File: config.mk
export PLATFORM = sky130hd
export DESIGN_NAME = mmio_io_ctrl
export DESIGN_NICKNAME = d
export VERILOG_FILES = /design/src/rtl/mmio_io_ctrl.sv
export SDC_FILE = /design/constraint.sdc
export NUM_CORES = 1
export LEC_CHECK = 0
export ABC_AREA = 1
export CAP_MARGIN = 20
export CORE_MARGIN = 3
export CORE_UTILIZATION = 50
export DETAILED_ROUTE_END_ITERATION = 8
export PLACE_DENSITY = 0.79
export SETUP_SLACK_MARGIN = 0.4
export SYNTH_ARGS = -nofsm -noshare
export SYNTH_HDL_FRONTEND = slang
export SYNTH_SLANG_ARGS = --single-unit
File: constraint.sdc
create_clock -name clk -period 10.5 [get_ports clk]
set_clock_uncertainty 0.05 [all_clocks]
set_input_delay 1.05 -clock clk [delete_from_list [all_inputs] [get_ports clk]]
set_output_delay 1.05 -clock clk [all_outputs]
set_load 0.005 [all_outputs]
File: src/rtl/mmio_io_ctrl.sv
// ---------------------------------------------------------------------------
// mmio_io_ctrl
//
// Memory-mapped IO controller that sits beside data memory on the CPU
// load/store path. It decodes a small register window at BASE_ADDR. The
// window holds two LED banks, a 7-segment display word, two switch banks,
// a debounced button level vector and sticky button-press flags.
//
// Switch and button inputs are brought into the clk domain through 2-FF
// synchronisers. Each button then passes through its own debounce counter
// before it updates the accepted (stable) level. A 0->1 change of a stable
// level sets a sticky press flag. A valid read of BTN_EDGE clears all flags,
// but a flag that rises in that same cycle stays set.
//
// Word offsets from BASE_ADDR:
//    0x00 LED       RW     0x10 BTN_LEVEL RO
//    0x04 led       RW     0x14 BTN_EDGE  RO, read-to-clear
//    0x08 SWITCH    RO     0x18 IRQ_MASK  RW (only with MMIO_IRQ_EN)
//    0x0C switch    RO     0x20 seg       RW
//
// Any access that is misaligned, unmapped or a write to a read-only offset
// is rejected. A rejected access changes no state and returns zero. It
// raises addr_err for exactly the following cycle.
//
// Optional build macro: MMIO_IRQ_EN. When defined it adds the IRQ_MASK
// register and the irq output. irq = |(flags & mask), registered.
//
// Ports:
//    clk       in   system clock
//    rst       in   asynchronous, active-high reset
//    ioRead    in   IO read strobe from the controller
//    ioWrite   in   IO write strobe from the controller
//    addr_in   in   32-bit byte address from the ALU
//    din       in   32-bit store data from the register file
//    dout      out  32-bit load data (combinational, zero when no valid read)
//    SWITCH    in   big switch bank   [SW_W]
//    switch    in   little switch bank [SW_W]
//    button    in   raw push buttons, active high [NUM_BTN]
//    LED       out  big LED bank      [SW_W]
//    led       out  little LED bank   [SW_W]
//    seg       out  7-segment display word [32]
//    irq       out  button interrupt (MMIO_IRQ_EN builds only)
//    addr_err  out  one-cycle pulse after a rejected access
// ---------------------------------------------------------------------------
module mmio_io_ctrl #(
   parameter logic [31:0] BASE_ADDR = 32'hFFFF_0000,
   parameter int          SW_W      = 8,
   parameter int          NUM_BTN   = 4,
   parameter int          DB_CNT    = 100000
) (
   input  logic               clk,
   input  logic               rst,
   input  logic               ioRead,
   input  logic               ioWrite,
   input  logic [31:0]        addr_in,
   input  logic [31:0]        din,
   output logic [31:0]        dout,
   input  logic [SW_W-1:0]    SWITCH,
   input  logic [SW_W-1:0]    switch,
   input  logic [NUM_BTN-1:0] button,
   output logic [SW_W-1:0]    LED,
   output logic [SW_W-1:0]    led,
   output logic [31:0]        seg,
`ifdef MMIO_IRQ_EN
   output logic               irq,
`endif
   output logic               addr_err
);

   localparam int               CNT_W    = (DB_CNT > 1) ? $clog2(DB_CNT) : 1;
   localparam logic [CNT_W-1:0] CNT_LAST = CNT_W'(DB_CNT - 1);

   localparam logic [31:0] OFF_LED      = 32'h0000_0000;
   localparam logic [31:0] OFF_LED_LIT  = 32'h0000_0004;
   localparam logic [31:0] OFF_SW_BIG   = 32'h0000_0008;
   localparam logic [31:0] OFF_SW_LIT   = 32'h0000_000C;
   localparam logic [31:0] OFF_BTN_LVL  = 32'h0000_0010;
   localparam logic [31:0] OFF_BTN_EDGE = 32'h0000_0014;
   localparam logic [31:0] OFF_IRQ_MASK = 32'h0000_0018;
   localparam logic [31:0] OFF_SEG      = 32'h0000_0020;

   // Bus decode
   logic [31:0] off;
   logic        aligned;
   logic        mapped;
   logic        writable;
   logic        bad;
   logic        rd_ok;
   logic        wr_ok;
   logic        clr_edge;
   logic [31:0] rd_data;

   // Input synchronisers
   logic [SW_W-1:0]    sw_big_meta_q, sw_big_sync_q;
   logic [SW_W-1:0]    sw_lit_meta_q, sw_lit_sync_q;
   logic [NUM_BTN-1:0] btn_meta_q, btn_sync_q;

   // Debounce and press flags
   logic [NUM_BTN-1:0][CNT_W-1:0] db_cnt_q, db_cnt_d;
   logic [NUM_BTN-1:0]            stable_q, stable_d;
   logic [NUM_BTN-1:0]            btn_edge_q, btn_edge_d;

   // Software-visible registers
   logic [SW_W-1:0] led_big_q, led_big_d;
   logic [SW_W-1:0] led_lit_q, led_lit_d;
   logic [31:0]     seg_q, seg_d;
   logic            addr_err_q, addr_err_d;
`ifdef MMIO_IRQ_EN
   logic [NUM_BTN-1:0] irq_mask_q, irq_mask_d;
   logic               irq_q, irq_d;
`endif

   // Address decode: classify the offset and qualify the strobes
   always_comb begin
      off      = addr_in - BASE_ADDR;
      aligned  = (addr_in[1:0] == 2'b00);
      mapped   = 1'b0;
      writable = 1'b0;
      case (off)
         OFF_LED, OFF_LED_LIT, OFF_SEG: begin
            mapped   = 1'b1;
            writable = 1'b1;
         end
         OFF_SW_BIG, OFF_SW_LIT, OFF_BTN_LVL, OFF_BTN_EDGE: begin
            mapped   = 1'b1;
            writable = 1'b0;
         end
`ifdef MMIO_IRQ_EN
         OFF_IRQ_MASK: begin
            mapped   = 1'b1;
            writable = 1'b1;
         end
`endif
         default: begin
            mapped   = 1'b0;
            writable = 1'b0;
         end
      endcase
      // A combined read+write is rejected as a whole if the write half is illegal.
      bad      = (ioRead | ioWrite) & (~aligned | ~mapped | (ioWrite & ~writable));
      rd_ok    = ioRead & ~bad;
      wr_ok    = ioWrite & ~bad;
      clr_edge = rd_ok & (off == OFF_BTN_EDGE);
   end

   // Read mux: current register values, so a same-cycle write returns pre-write data
   always_comb begin
      rd_data = 32'h0000_0000;
      case (off)
         OFF_LED:      rd_data = 32'(led_big_q);
         OFF_LED_LIT:  rd_data = 32'(led_lit_q);
         OFF_SW_BIG:   rd_data = 32'(sw_big_sync_q);
         OFF_SW_LIT:   rd_data = 32'(sw_lit_sync_q);
         OFF_BTN_LVL:  rd_data = 32'(stable_q);
         OFF_BTN_EDGE: rd_data = 32'(btn_edge_q);
`ifdef MMIO_IRQ_EN
         OFF_IRQ_MASK: rd_data = 32'(irq_mask_q);
`endif
         OFF_SEG:      rd_data = seg_q;
         default:      rd_data = 32'h0000_0000;
      endcase
      if (rd_ok) begin
         dout = rd_data;
      end else begin
         dout = 32'h0000_0000;
      end
   end

   // Register write next-state and address-error strobe
   always_comb begin
      led_big_d  = led_big_q;
      led_lit_d  = led_lit_q;
      seg_d      = seg_q;
`ifdef MMIO_IRQ_EN
      irq_mask_d = irq_mask_q;
`endif
      addr_err_d = bad;
      if (wr_ok) begin
         case (off)
            OFF_LED:      led_big_d  = din[SW_W-1:0];
            OFF_LED_LIT:  led_lit_d  = din[SW_W-1:0];
            OFF_SEG:      seg_d      = din;
`ifdef MMIO_IRQ_EN
            OFF_IRQ_MASK: irq_mask_d = din[NUM_BTN-1:0];
`endif
            default:      seg_d      = seg_q;
         endcase
      end else begin
         seg_d = seg_q;
      end
   end

   // Debounce: a level is accepted only after DB_CNT unbroken cycles of disagreement
   always_comb begin
      stable_d = stable_q;
      db_cnt_d = db_cnt_q;
      for (int i = 0; i < NUM_BTN; i++) begin
         if (btn_sync_q[i] == stable_q[i]) begin
            db_cnt_d[i] = '0;
         end else if (db_cnt_q[i] == CNT_LAST) begin
            stable_d[i] = btn_sync_q[i];
            db_cnt_d[i] = '0;
         end else begin
            db_cnt_d[i] = db_cnt_q[i] + CNT_W'(1);
         end
      end
      // Clear first, then set, so a press coinciding with the clearing read survives.
      if (clr_edge) begin
         btn_edge_d = stable_d & ~stable_q;
      end else begin
         btn_edge_d = btn_edge_q | (stable_d & ~stable_q);
      end
   end

`ifdef MMIO_IRQ_EN
   // Interrupt next-state: follows the flags one cycle late, drops straight after a clearing read
   always_comb begin
      if (clr_edge) begin
         irq_d = 1'b0;
      end else begin
         irq_d = |(btn_edge_q & irq_mask_q);
      end
   end
`endif

   // Two-flop synchronisers for switches and buttons
   always_ff @(posedge clk or posedge rst) begin
      if (rst) begin
         sw_big_meta_q <= '0;
         sw_big_sync_q <= '0;
         sw_lit_meta_q <= '0;
         sw_lit_sync_q <= '0;
         btn_meta_q    <= '0;
         btn_sync_q    <= '0;
      end else begin
         sw_big_meta_q <= SWITCH;
         sw_big_sync_q <= sw_big_meta_q;
         sw_lit_meta_q <= switch;
         sw_lit_sync_q <= sw_lit_meta_q;
         btn_meta_q    <= button;
         btn_sync_q    <= btn_meta_q;
      end
   end

   // Debounce counters, accepted levels and sticky press flags
   always_ff @(posedge clk or posedge rst) begin
      if (rst) begin
         db_cnt_q   <= '0;
         stable_q   <= '0;
         btn_edge_q <= '0;
      end else begin
         db_cnt_q   <= db_cnt_d;
         stable_q   <= stable_d;
         btn_edge_q <= btn_edge_d;
      end
   end

   // Software-visible registers and the address-error strobe
   always_ff @(posedge clk or posedge rst) begin
      if (rst) begin
         led_big_q  <= '0;
         led_lit_q  <= '0;
         seg_q      <= 32'h0000_0000;
         addr_err_q <= 1'b0;
`ifdef MMIO_IRQ_EN
         irq_mask_q <= '0;
         irq_q      <= 1'b0;
`endif
      end else begin
         led_big_q  <= led_big_d;
         led_lit_q  <= led_lit_d;
         seg_q      <= seg_d;
         addr_err_q <= addr_err_d;
`ifdef MMIO_IRQ_EN
         irq_mask_q <= irq_mask_d;
         irq_q      <= irq_d;
`endif
      end
   end

   assign LED      = led_big_q;
   assign led      = led_lit_q;
   assign seg      = seg_q;
   assign addr_err = addr_err_q;
`ifdef MMIO_IRQ_EN
   assign irq      = irq_q;
`endif

endmodule

# Word-level counts from Yosys, hierarchy flattened
# Index checks and enable logic that the tools add are counted.
totals:
  regBits: 165
  mem_bits_ro: 0
  n_memories: 0
  latch_bits: 0
  word_cells: 78
  ramBits: 0
  out_inout_bits: 81
classes:
  magnitude_cmp: 0
  n_bitwise: 15
  n_reduce_logical: 7
  n_mux: 21
  shifts: 0
  addsub: 5
  n_div: 0
  eq_ne: 14
  n_mul: 0
ops:
  columns: ["cell", "n"]
  rows:
  - ["$pmux 32 s7", 1]
  - ["$mux 17", 8]
  - ["$add 17x1->17 const B", 4]
  - ["$eq 17x17->1 const B", 4]
  - ["$eq 32x4->1 const B", 2]
  - ["$eq 32x5->1 const B", 2]
  - ["$eq 32x3->1 const B", 1]
  - ["$eq 32x6->1 const B", 1]
  - ["$logic_not 32->1", 1]
  - ["$mux 32", 1]
  - ["$sub 32x32->32 const B", 1]
  - ["$mux 1", 10]
  - ["$reduce_or 7->1", 1]
  - ["$reduce_and 2->1", 3]
  - ["$and 1x1->1", 5]
  - ["$and 4x4->4", 1]
  - ["$eq 1x1->1", 4]
  - ["$mux 4", 1]
  - ["$not 1->1", 4]
  - ["$not 4->4", 1]
  - ["$or 4x4->4", 1]
  - ["$or 1x1->1", 3]
  - ["$reduce_or 3->1", 1]
  - ["$logic_not 2->1", 1]

# Logic depth before layout (Yosys ltp)
# Gate-level depths: netlist of the first run.
depth:
  word_depth: 12
  depth_mapped: 17
  ltp_nobuf: 16

# Worst setup path after synthesis of the first run
# Ideal clock, no wire load.
synth_path:
  kind: "input -> output"
  from: "input addr_in[1]"
  to: "output dout[10]"
  arrival_time_ps: 2686
  path_slack_ps: 6714
  path_stages: 11
  cell_sequence: "nor2_1 inv_2 nor2_1 nand3_1 nor4_1 nand3_1 inv_1 buf_2 buf_1 nand2_1 nor2_1"
synth_via:
  elab_chain_len: 11
synth_lines:
  columns: ["item", "line_no", "rtl"]
  rows:
  - ["start, declared", "55", "input logic [31:0] addr_in,"]
  - ["$sub 32x32->32", "115", "off = addr_in - BASE_ADDR;"]
  - ["$eq 32x5->1, or another cell as far along", "119, 149", null]
  - ["$reduce_or 7->1 (no source line) / $reduce_or 3->1 (equally long branches)", null, null]
  - ["$mux 1", "119", "case (off)"]
  - ["$not 1->1", "140", "bad = (ioRead | ioWrite) & (~aligned | ~mapped | (ioWrite & ~writable));"]
  - ["$or 1x1->1 / $and 1x1->1 (equally long branches)", "140", null]
  - ["$or 1x1->1", "140", null]
  - ["$and 1x1->1", "140", null]
  - ["$not 1->1", "141", "rd_ok = ioRead & ~bad;"]
  - ["$and 1x1->1", "141", null]
  - ["$mux 32 (*)", "162", "if (rd_ok) begin"]
  - ["end, declared", "57", "output logic [31:0] dout,"]
# Every way passes the cells marked *; elsewhere a longest branch is shown, timed or not.

# Final worst setup path of the first run
layout_path:
  from: "input addr_in[1]"
  to: "output dout[0]"
# Same word-level chain as after synthesis.

==> flow_summary.toml, run 1 <==
[finish]
stdcell_count = 1335
syn_to_final_growth_pct = 31.4
finalInstanceArea_mm2 = 0.0103
diodes = 0
nets = 1203
fillers = 1221
final_cell_mix = "270 x nand2_1, 167 x clkdlybuf4s50_1, 165 x dfrtp_1"
drive_gt1_share_pct = 5.34
final_common_cell = "nand2_1"

[grt]
grt_antenna_before_repair = 1
grt-ovfl-total = 0
grt_use_total_pct = 24.2
grt_pass1_vias = 6529
grt_pass1_wl_mm = 31.9
grt_max_degree = 90

[synth]
avgSynthCellArea_um2 = 8.20
ys_ff_latch = 165
synth_area_leaders = "dfrtp_1 53%, nand2_1 13%, nor2_1 6.7%"
synth_edf_count = 0
synth.yosys.seq_area_share_pct = 52.9
synth_area_mm2 = 0.00781
post-synth-top-area-cell = "dfrtp_1"
syn_nets = 1044
ys_warn_count = 0
yosys.cell_types.count = 42
synth_flop_cell = "dfrtp_1"
synth-async-reset-ratio_pct = 100
syn_inst = 952
synth_top_area_share_pct = 52.9

[critical_path]
max_stage_delay_ps = 600
crit_slowest_cell = "nand2_2"
cp.arrival_ps = 4980
critical_path_buf_inv_count = 3
end_kind = "primary output"
cp-start-kind = "input port"
worst_ep_required_time_ps = 9400
critPathTopFamily = "simple AND/OR/NAND/NOR gates"
crit_chain = "clkdlybuf4s50_1 > nor2_1 > inv_2 > nor2_1 > nand3_1 > nor4_1 > nand3_1 > nand3_1 > nand2_2 > nor2_8 > nand2_2 > nor2_1 > clkdlybuf4s50_1"
critPathMaxFanout = 50
path_class = "in2out"

[clock_network]
cts_buffers = 17
cts.sink_count = 165
clkSlewWorstSetupHoldPaths_ps = 60
post_cts_buffers = 0
cts_resized = 0
cts_root_buffer = "clkbuf_16"
htree_levels = 4
ctsHoldBuffers = 0
clk_latency_ps = 430
clk_path_buf_depth = 2
tritoncts = "yes"

[min_path]
hp-class = "reg2reg"

[floorplanning]
die-area_mm2 = 0.0172
start_util_pct = 51.2
num_io_pins = 169
rows = 45
coreArea_mm2 = 0.0153
die_w_um = 131
die_h_um = 131

[placement]
gp_congestion = 0.924
post-dp-hpwl_mm = 14.0
post_dp_cell_area_mm2 = 0.00962
portBuffers = 168
placed_cells = 1303
dp_slack_ps = 4500

[power_and_ir_drop]
seqPwrFrac_pct = 46.5
switching_share_pct = 22.5
pwr-share-comb_pct = 5.3
ir_worst_vdd_mv = 0.138
p_per_area_mw_per_mm2 = 137
power.internal_w = 0.00109
p_leak_nw = 4.48
switchingPower_w = 0.000317
p_clk_share_pct = 48.2

[flow_run]
cap_viol_max_count = 0

[sta]
slew_violations = 0
period_minus_slack_ps = 6080
finalHoldViolCount = 0
finalWorstSetupSlack_ps = 4420
tns_ps = 0
tightest_slew_ps = 1030
setup_viol = 0
min_period_over_period_pct = 57.9
fmax_mhz = 165
grt_setup_unrepaired = "false"
slew_headroom_pct = 31.6

[drt]
drc_errors = 0
dr_total_vias = 6946
postRouteAntennaNets = 0
detail_route.wl_per_cell_um = 15.1
drtIter0Drc = 328
viasPerCell = 5.20
firstDrtPassIters = 6
drt_wl_total_mm = 20.1

[status]
outcome = "finished clean"
layout make-up:
class,count,area (um2),area share [%]
Timing Repair Buffer,170,1690,16.5
Inverter,94,358,3.49
Clock buffer,17,425,4.14
Sequential cell,165,4130,40.2
Multi-Input combinational cell,663,3180,31.0
Clock inverter,15,218,2.12
Tap cell,211,264,2.57
worst paths after layout:
check	cells past startpoint	from	slack [ps]	endpoint
setup / recovery	13	addr_in[1]	4420	dout[0]
hold / removal	0	sw_big_meta_q[2]	300	sw_big_sync_q[2]
setup reg to reg	15	db_cnt_q[17]	7980	db_cnt_q[33]
hold reg to reg	0	sw_big_meta_q[2]	300	sw_big_sync_q[2]
max in group asynchronous	3	rst	7820	db_cnt_q[22]
min in group asynchronous	2	rst	1100	db_cnt_q[26]
kinds of logic (layout without fill, tap and decap cells):
family	Yosys count	in the layout	synth area share, %
AOI/OAI and AO/OA	49	49	3.89
xor gates and xnor gates	17	17	1.91
adders and majority gates	4	4	0.641
buffers and inverters	124	296	6.43
DFF	165	165	52.9
and+or+nand+nor	593	593	34.3
state kept, by name (all words and copies together), names as in the netlist:
signal,flops
LED,8
addr_err,1
btn_edge_q,4
btn_meta_q,4
btn_sync_q,4
db_cnt_q,68
led,8
seg,32
stable_q,4
sw_big_meta_q,8
sw_big_sync_q,8
sw_lit_meta_q,8
sw_lit_sync_q,8
worst register-to-register path: cells and delay by family (launching register included):
family / cells / cell delay [ps]
and+or+nand+nor: 12 / 1580
DFF: 1 / 390
adders and majority gates: 1 / 200
buffers and inverters: 2 / 180
metrics by stage:
stage          hold WS (ps)  total power, W  util (%)
6_report                297         0.00140      67.3
3_5_place_dp            285        0.000740      63.1
5_1_grt                 304         0.00145      67.3
4_1_cts                 300         0.00142      67.3
2_1_floorplan           281        0.000694         -
3_3_place_gp            283        0.000739      63.1
cells in the mapped netlist, types with 10 or more instances:
cell type	n
nor2_1	139
inv_1	90
nand4_1	59
nor4_1	12
nand2_1	270
clkbuf_1	10
dfrtp_1	165
buf_2	17
nor3b_1	15
nor3_1	39
a21oi_1	18
nand3_1	34
per-layer routing:
layer  up-vias  wire length [um]  GRT usage (%)
li1       3413                 -              -
met1      3268              8220           28.7
met2       227              9980           42.0
met3        36              1460           6.99
met4         2               439           8.71
met5         -                13              0
power groups by stage:
stage	sequential [W]	clock, W	combinational, W
after global placement	0.000665	0	0.0000743
final	0.000653	0.000677	0.0000748
after detailed placement	0.000665	0	0.0000751
after global routing	0.000654	0.000715	0.0000831
after floorplan	0.000663	0	0.0000311
after CTS	0.000654	0.000687	0.0000757
(Power assumes the default switching activity.)
==> inputs of run 2 (changes only) <==
Settings changed: CORE_UTILIZATION 50 to 46, PLACE_DENSITY 0.79 to 0.76.
Clock period 10.5 ns to 5.2 ns, I/O delays scaled along.
==> run 2 against run 1 <==
Effect of this change:
- worst hold slack barely moved
- first-iteration DRC count is 47% higher
- via count is 0.96% lower
- global-route usage down 2.0 points
- sequential power is 100% higher
- wire length down 0.21%
- design area fell by 0.27%
- combinational power rose by 100%
- core utilization down 5.5 points
- clock power increased by 88%
==> flow_summary.toml, run 2 (same netlist as run 1, synthesis figures left out) <==
[clock_network]
ctsHoldBuffers = 0
cts_resized = 0
cts_root_buffer = "clkbuf_16"
clk_latency_ps = 420
tritoncts = "yes"
cts.sink_count = 165
post_cts_buffers = 0
clk_path_buf_depth = 2
cts_buffers = 17
htree_levels = 4
clkSlewWorstSetupHoldPaths_ps = 60

[critical_path]
cp.arrival_ps = 3800
r2r_start = "db_cnt_q[17]"
critPathTopFamily = "buffers and inverters"
reg2regPathDepth = 15
end_kind = "primary output"
r2r-end = "db_cnt_q[33]"
max_stage_delay_ps = 520
startpoint = "addr_in[0]"
ff2ff_setup_slack_ps = 2780
critical_path_buf_inv_count = 5
path_class = "in2out"
worst_ep_required_time_ps = 4630
crit_chain = "clkdlybuf4s50_1 > nor2_1 > inv_2 > nor2_1 > nand3_1 > nor4_1 > nand3_1 > inv_2 > buf_4 > nand2_1 > nor2_1 > clkdlybuf4s50_1"
crit_path_frequent_cell = "nor2_1"
cp-start-kind = "input port"
crit_slowest_cell = "clkdlybuf4s50_1"
critPathMaxFanout = 48

[finish]
nets = 1204
diodes = 0
final_cell_mix = "270 x nand2_1, 167 x clkdlybuf4s50_1, 165 x dfrtp_1"
largest_reg_flops = 68
finalInstanceArea_mm2 = 0.0102
largest_register = "db_cnt_q"
syn_to_final_growth_pct = 31.1
final_common_cell = "nand2_1"
fillers = 1450
drive_gt1_share_pct = 5.08
stdcell_count = 1342
multi_input_area_mm2 = 0.00318
final-seq-area_mm2 = 0.00413

[power_and_ir_drop]
ir_worst_vdd_mv = 0.254
switching_share_pct = 21.3
seqPwrFrac_pct = 48.2
p_per_area_mw_per_mm2 = 268
power.internal_w = 0.00215
p_total_w = 0.00274
p_leak_nw = 4.47
pwr-share-comb_pct = 5.6
p_clk_share_pct = 46.3
switchingPower_w = 0.000585

[sta]
tightest_slew_ps = 1040
tns_ps = 0
period_minus_slack_ps = 4370
slew_headroom_pct = 30.6
slew_violations = 0
finalWorstSetupSlack_ps = 832
setup_viol = 0
finalHoldViolCount = 0
fmax_mhz = 229
min_period_over_period_pct = 84.0
grt_setup_unrepaired = "false"

[placement]
post-dp-hpwl_mm = 13.9
post_dp_cell_area_mm2 = 0.00965
portBuffers = 168
gp_congestion = 0.874
dp_slack_ps = 865
placed_cells = 1313

[grt]
grt_use_met1_pct = 28.3
gr-max-usage-layer = "met2"
grt_antenna_before_repair = 0
grt_pass1_vias = 6524
grt_max_degree = 166
grt_pass1_wl_mm = 32.4
grt_use_total_pct = 22.2
grt-ovfl-total = 0
grtUsageMet2_pct = 37.6
use_met3_pct = 5.85

[flow_run]
cap_viol_max_count = 0

[drt]
drtIter0Drc = 482
detail_route.wl_per_cell_um = 15.0
drt_wl_total_mm = 20.1
drc_errors = 0
postRouteAntennaNets = 0
viasPerCell = 5.13
dr_total_vias = 6879
firstDrtPassIters = 5

[min_path]
hp-class = "reg2reg"
hold_end = "sw_lit_sync_q[2]"
hold_depth = 0
min_from = "sw_lit_meta_q[2]"

[floorplanning]
coreArea_mm2 = 0.0166
start_util_pct = 47.1
num_io_pins = 169
rows = 47
die_w_um = 136
die-area_mm2 = 0.0186
die_h_um = 136

[status]
outcome = "finished clean"
==> run 2: cell type report <==
cell class              count  area share (%)
multi-input cells         663            31.0
inverters                  94            3.48
well taps                 220            2.69
clock buffers              20            4.46
repair buffers            171            16.7
flip-flops and latches    165            40.3
clock inverters             9            1.26
==> run 2: metrics by stage <==
| step | utilization [%] | hold slack [ps] |
|---|---|---|
| floorplan | - | 281 |
| global placement | 58.2 | 282 |
| detailed placement | 58.2 | 285 |
| CTS | 61.7 | 298 |
| global route | 61.7 | 304 |
| finish | 61.7 | 297 |
==> run 2: worst max path at each step <==
| stage | to | slack [ps] | cells after the start |
|---|---|---|---|
| floorplan | dout[10] | 2470 | 11 |
| global placement | dout[0] | 910 | 13 |
| detailed placement | dout[0] | 870 | 13 |
| CTS | dout[0] | 850 | 13 |
| global route | dout[0] | 480 | 13 |
| finish | dout[26] | 830 | 12 |
==> run 2: power groups by stage <==
stage / logic [W] / clock network, W / registers, W
after floorplan: 0.0000631 / 0 / 0.00134
after detailed placement: 0.000154 / 0 / 0.00134
after global placement: 0.000152 / 0 / 0.00134
after global routing: 0.000170 / 0.00135 / 0.00132
after CTS: 0.000155 / 0.00130 / 0.00132
final: 0.000153 / 0.00127 / 0.00132
==> run 2: routing by layer <==
| metal | part of all wire (%) | routed length, um | up-vias |
|---|---|---|---|
| met1 | 42 | 8430 | 3226 |
| met3 | 7.6 | 1520 | 24 |
| met4 | 1.4 | 279 | 0 |
| li1 | - | - | 3407 |
| met5 | 0 | 0 | - |
| met2 | 49 | 9830 | 222 |
==> inputs of run 3 (changes only) <==
Clock period 5.2 ns to 3.67 ns, I/O delays scaled along.
==> run 3 against run 2 <==
Effect of this change:
- die area unchanged
- sequential cell count stayed put
- first-iteration DRC count decreased by 9.8%
- clock power grew 39%
- global-route usage up 0.50 points
- sequential power is 42% higher
- core utilization rose by 2.5 points
- design area grew 4.1%
- power is 41% higher
- combinational power rose by 51%
==> flow_summary.toml, run 3 (same netlist as run 1, synthesis figures left out) <==
[status]
outcome = "finished clean"

[power_and_ir_drop]
p_clk_share_pct = 45.7
p_per_area_mw_per_mm2 = 363
pwr-share-comb_pct = 6.0
power.internal_w = 0.00302
p_total_w = 0.00387
p_leak_nw = 4.82
switchingPower_w = 0.000850
ir_worst_vdd_mv = 0.329
switching_share_pct = 22.0
seqPwrFrac_pct = 48.3

[sta]
tns_ps = 0
setup_viol = 0
slew_headroom_pct = 50.7
tightest_slew_ps = 738
holdWs_ps = 294
grt_setup_unrepaired = "true"
finalHoldViolCount = 0
period_minus_slack_ps = 3280
slew_violations = 0
min_period_over_period_pct = 89.4
fmax_mhz = 305

[clock_network]
clk_latency_ps = 420
cts_buffers = 17
cts_root_buffer = "clkbuf_16"
ctsHoldBuffers = 0
clkSlewWorstSetupHoldPaths_ps = 60
htree_levels = 4
clk_path_buf_depth = 2
cts.sink_count = 165
tritoncts = "yes"

[floorplanning]
coreArea_mm2 = 0.0166
num_io_pins = 169
die_w_um = 136
rows = 47
start_util_pct = 47.1
die-area_mm2 = 0.0186
die_h_um = 136

[drt]
detail_route.wl_per_cell_um = 15.3
drt_wl_total_mm = 21.1
postRouteAntennaNets = 0
drc_errors = 0
firstDrtPassIters = 5
drtIter0Drc = 435
viasPerCell = 5.18
dr_total_vias = 7150

[finish]
diodes = 0
nets = 1238
syn_to_final_growth_pct = 36.4
fillers = 1383
drive_gt1_share_pct = 13.0
multi_input_area_mm2 = 0.00336
final_cell_mix = "261 x nand2_1, 165 x dfrtp_1, 128 x nor2_1"
final-seq-area_mm2 = 0.00413
largest_register = "db_cnt_q"
finalInstanceArea_mm2 = 0.0107
final_common_cell = "nand2_1"
largest_reg_flops = 68
stdcell_count = 1379

[placement]
portBuffers = 168
placed_cells = 1327
post_dp_cell_area_mm2 = 0.00981
gp_congestion = 0.888
post-dp-hpwl_mm = 14.6

[critical_path]
end_kind = "primary output"
startpoint = "addr_in[7]"
path_class = "in2out"
r2r_start = "db_cnt_q[34]"
cp.arrival_ps = 2860
critPathMaxFanout = 12
cp-start-kind = "input port"
worst_ep_required_time_ps = 3250

[grt]
grt_use_total_pct = 22.7
use_met3_pct = 5.96
grt_pass1_wl_mm = 33.1
grt_max_degree = 58
grt_antenna_before_repair = 0
grt-ovfl-total = 0
grt_pass1_vias = 6624
gr-max-usage-layer = "met2"
grt_use_met1_pct = 28.0
grtUsageMet2_pct = 38.7

[min_path]
hp-class = "reg2reg"
min_from = "btn_meta_q[0]"

[flow_run]
cap_viol_max_count = 0
==> run 3: cell types whose count changed in the layout (fill, tap and decap cells not counted), moves of 8 or more <==
cell / change
nand2_2: +8
dlygate4sd2_1: +21
clkbuf_2: +11
buf_4: +24
nand2_1: -9
clkdlybuf4s50_1: -46
buf_2: +9
nor2_1: -11
==> run 3: per-stage QoR <==
stage	worst slack (ps)	utilization (%)
final	389	64.2
after global routing	258	64.2
after CTS	395	64.0
after detailed placement	-15.2	59.1
after global placement	-49.3	59.1
after floorplan	1150	-
==> run 3: routing by layer <==
metal | vias up | routed length, um
met2 | 240 | 10400
li1 | 3482 | -
met1 | 3388 | 8530
met5 | - | 0
met4 | 0 | 499
met3 | 40 | 1580
==> run 3: final timing paths <==
kind                               endpoint  slack [ps]  cells after the start
setup / recovery                   dout[28]         390                     15
hold / removal                btn_sync_q[0]         290                      0
setup reg to reg               db_cnt_q[50]        1160                     16
hold reg to reg               btn_sync_q[0]         290                      0
max in group asynchronous            seg[6]        2410                      3
min in group asynchronous  sw_lit_meta_q[1]         370                      2
==> run 3: final cells by class <==
| cell class | instances | area share, % |
|---|---|---|
| clock buffer | 21 | 4.42 |
| clock inverter | 11 | 1.16 |
| inverter | 94 | 3.42 |
| multi-input combinational | 664 | 31.5 |
| sequential | 165 | 38.8 |
| tap | 220 | 2.58 |
| timing repair buffer | 204 | 18.1 |
==> run 3: what timing repair did <==
action	CTS	global route
resized for setup	102	51
cloned	2	0
buffers inserted	10	8
pin swaps	12	15
endpoints found under the setup margin	32	32
==> run 3: worst max-delay path: stages <==
cell and delay, ps:
clkdlybuf4s50_1 410, or2_4 290, nor3_4 160, nand3_2 120, nor3_2 230, buf_4 150
o21ai_1 70, nand2_2 80, nor2_2 60, nor2_8 130, nand2_8 90, buf_6 140
bufbuf_16 260, nor2_1 80, clkdlybuf4s15_2 200
==> run 3: power groups by stage <==
| stage | logic [W] | registers [W] | clock network, W |
|---|---|---|---|
| 2_1_floorplan | 0.0000893 | 0.00190 | 0 |
| 3_3_place_gp | 0.000222 | 0.00190 | 0 |
| 3_5_place_dp | 0.000224 | 0.00190 | 0 |
| 4_1_cts | 0.000228 | 0.00187 | 0.00180 |
| 5_1_grt | 0.000255 | 0.00187 | 0.00188 |
| 6_report | 0.000231 | 0.00187 | 0.00177 |
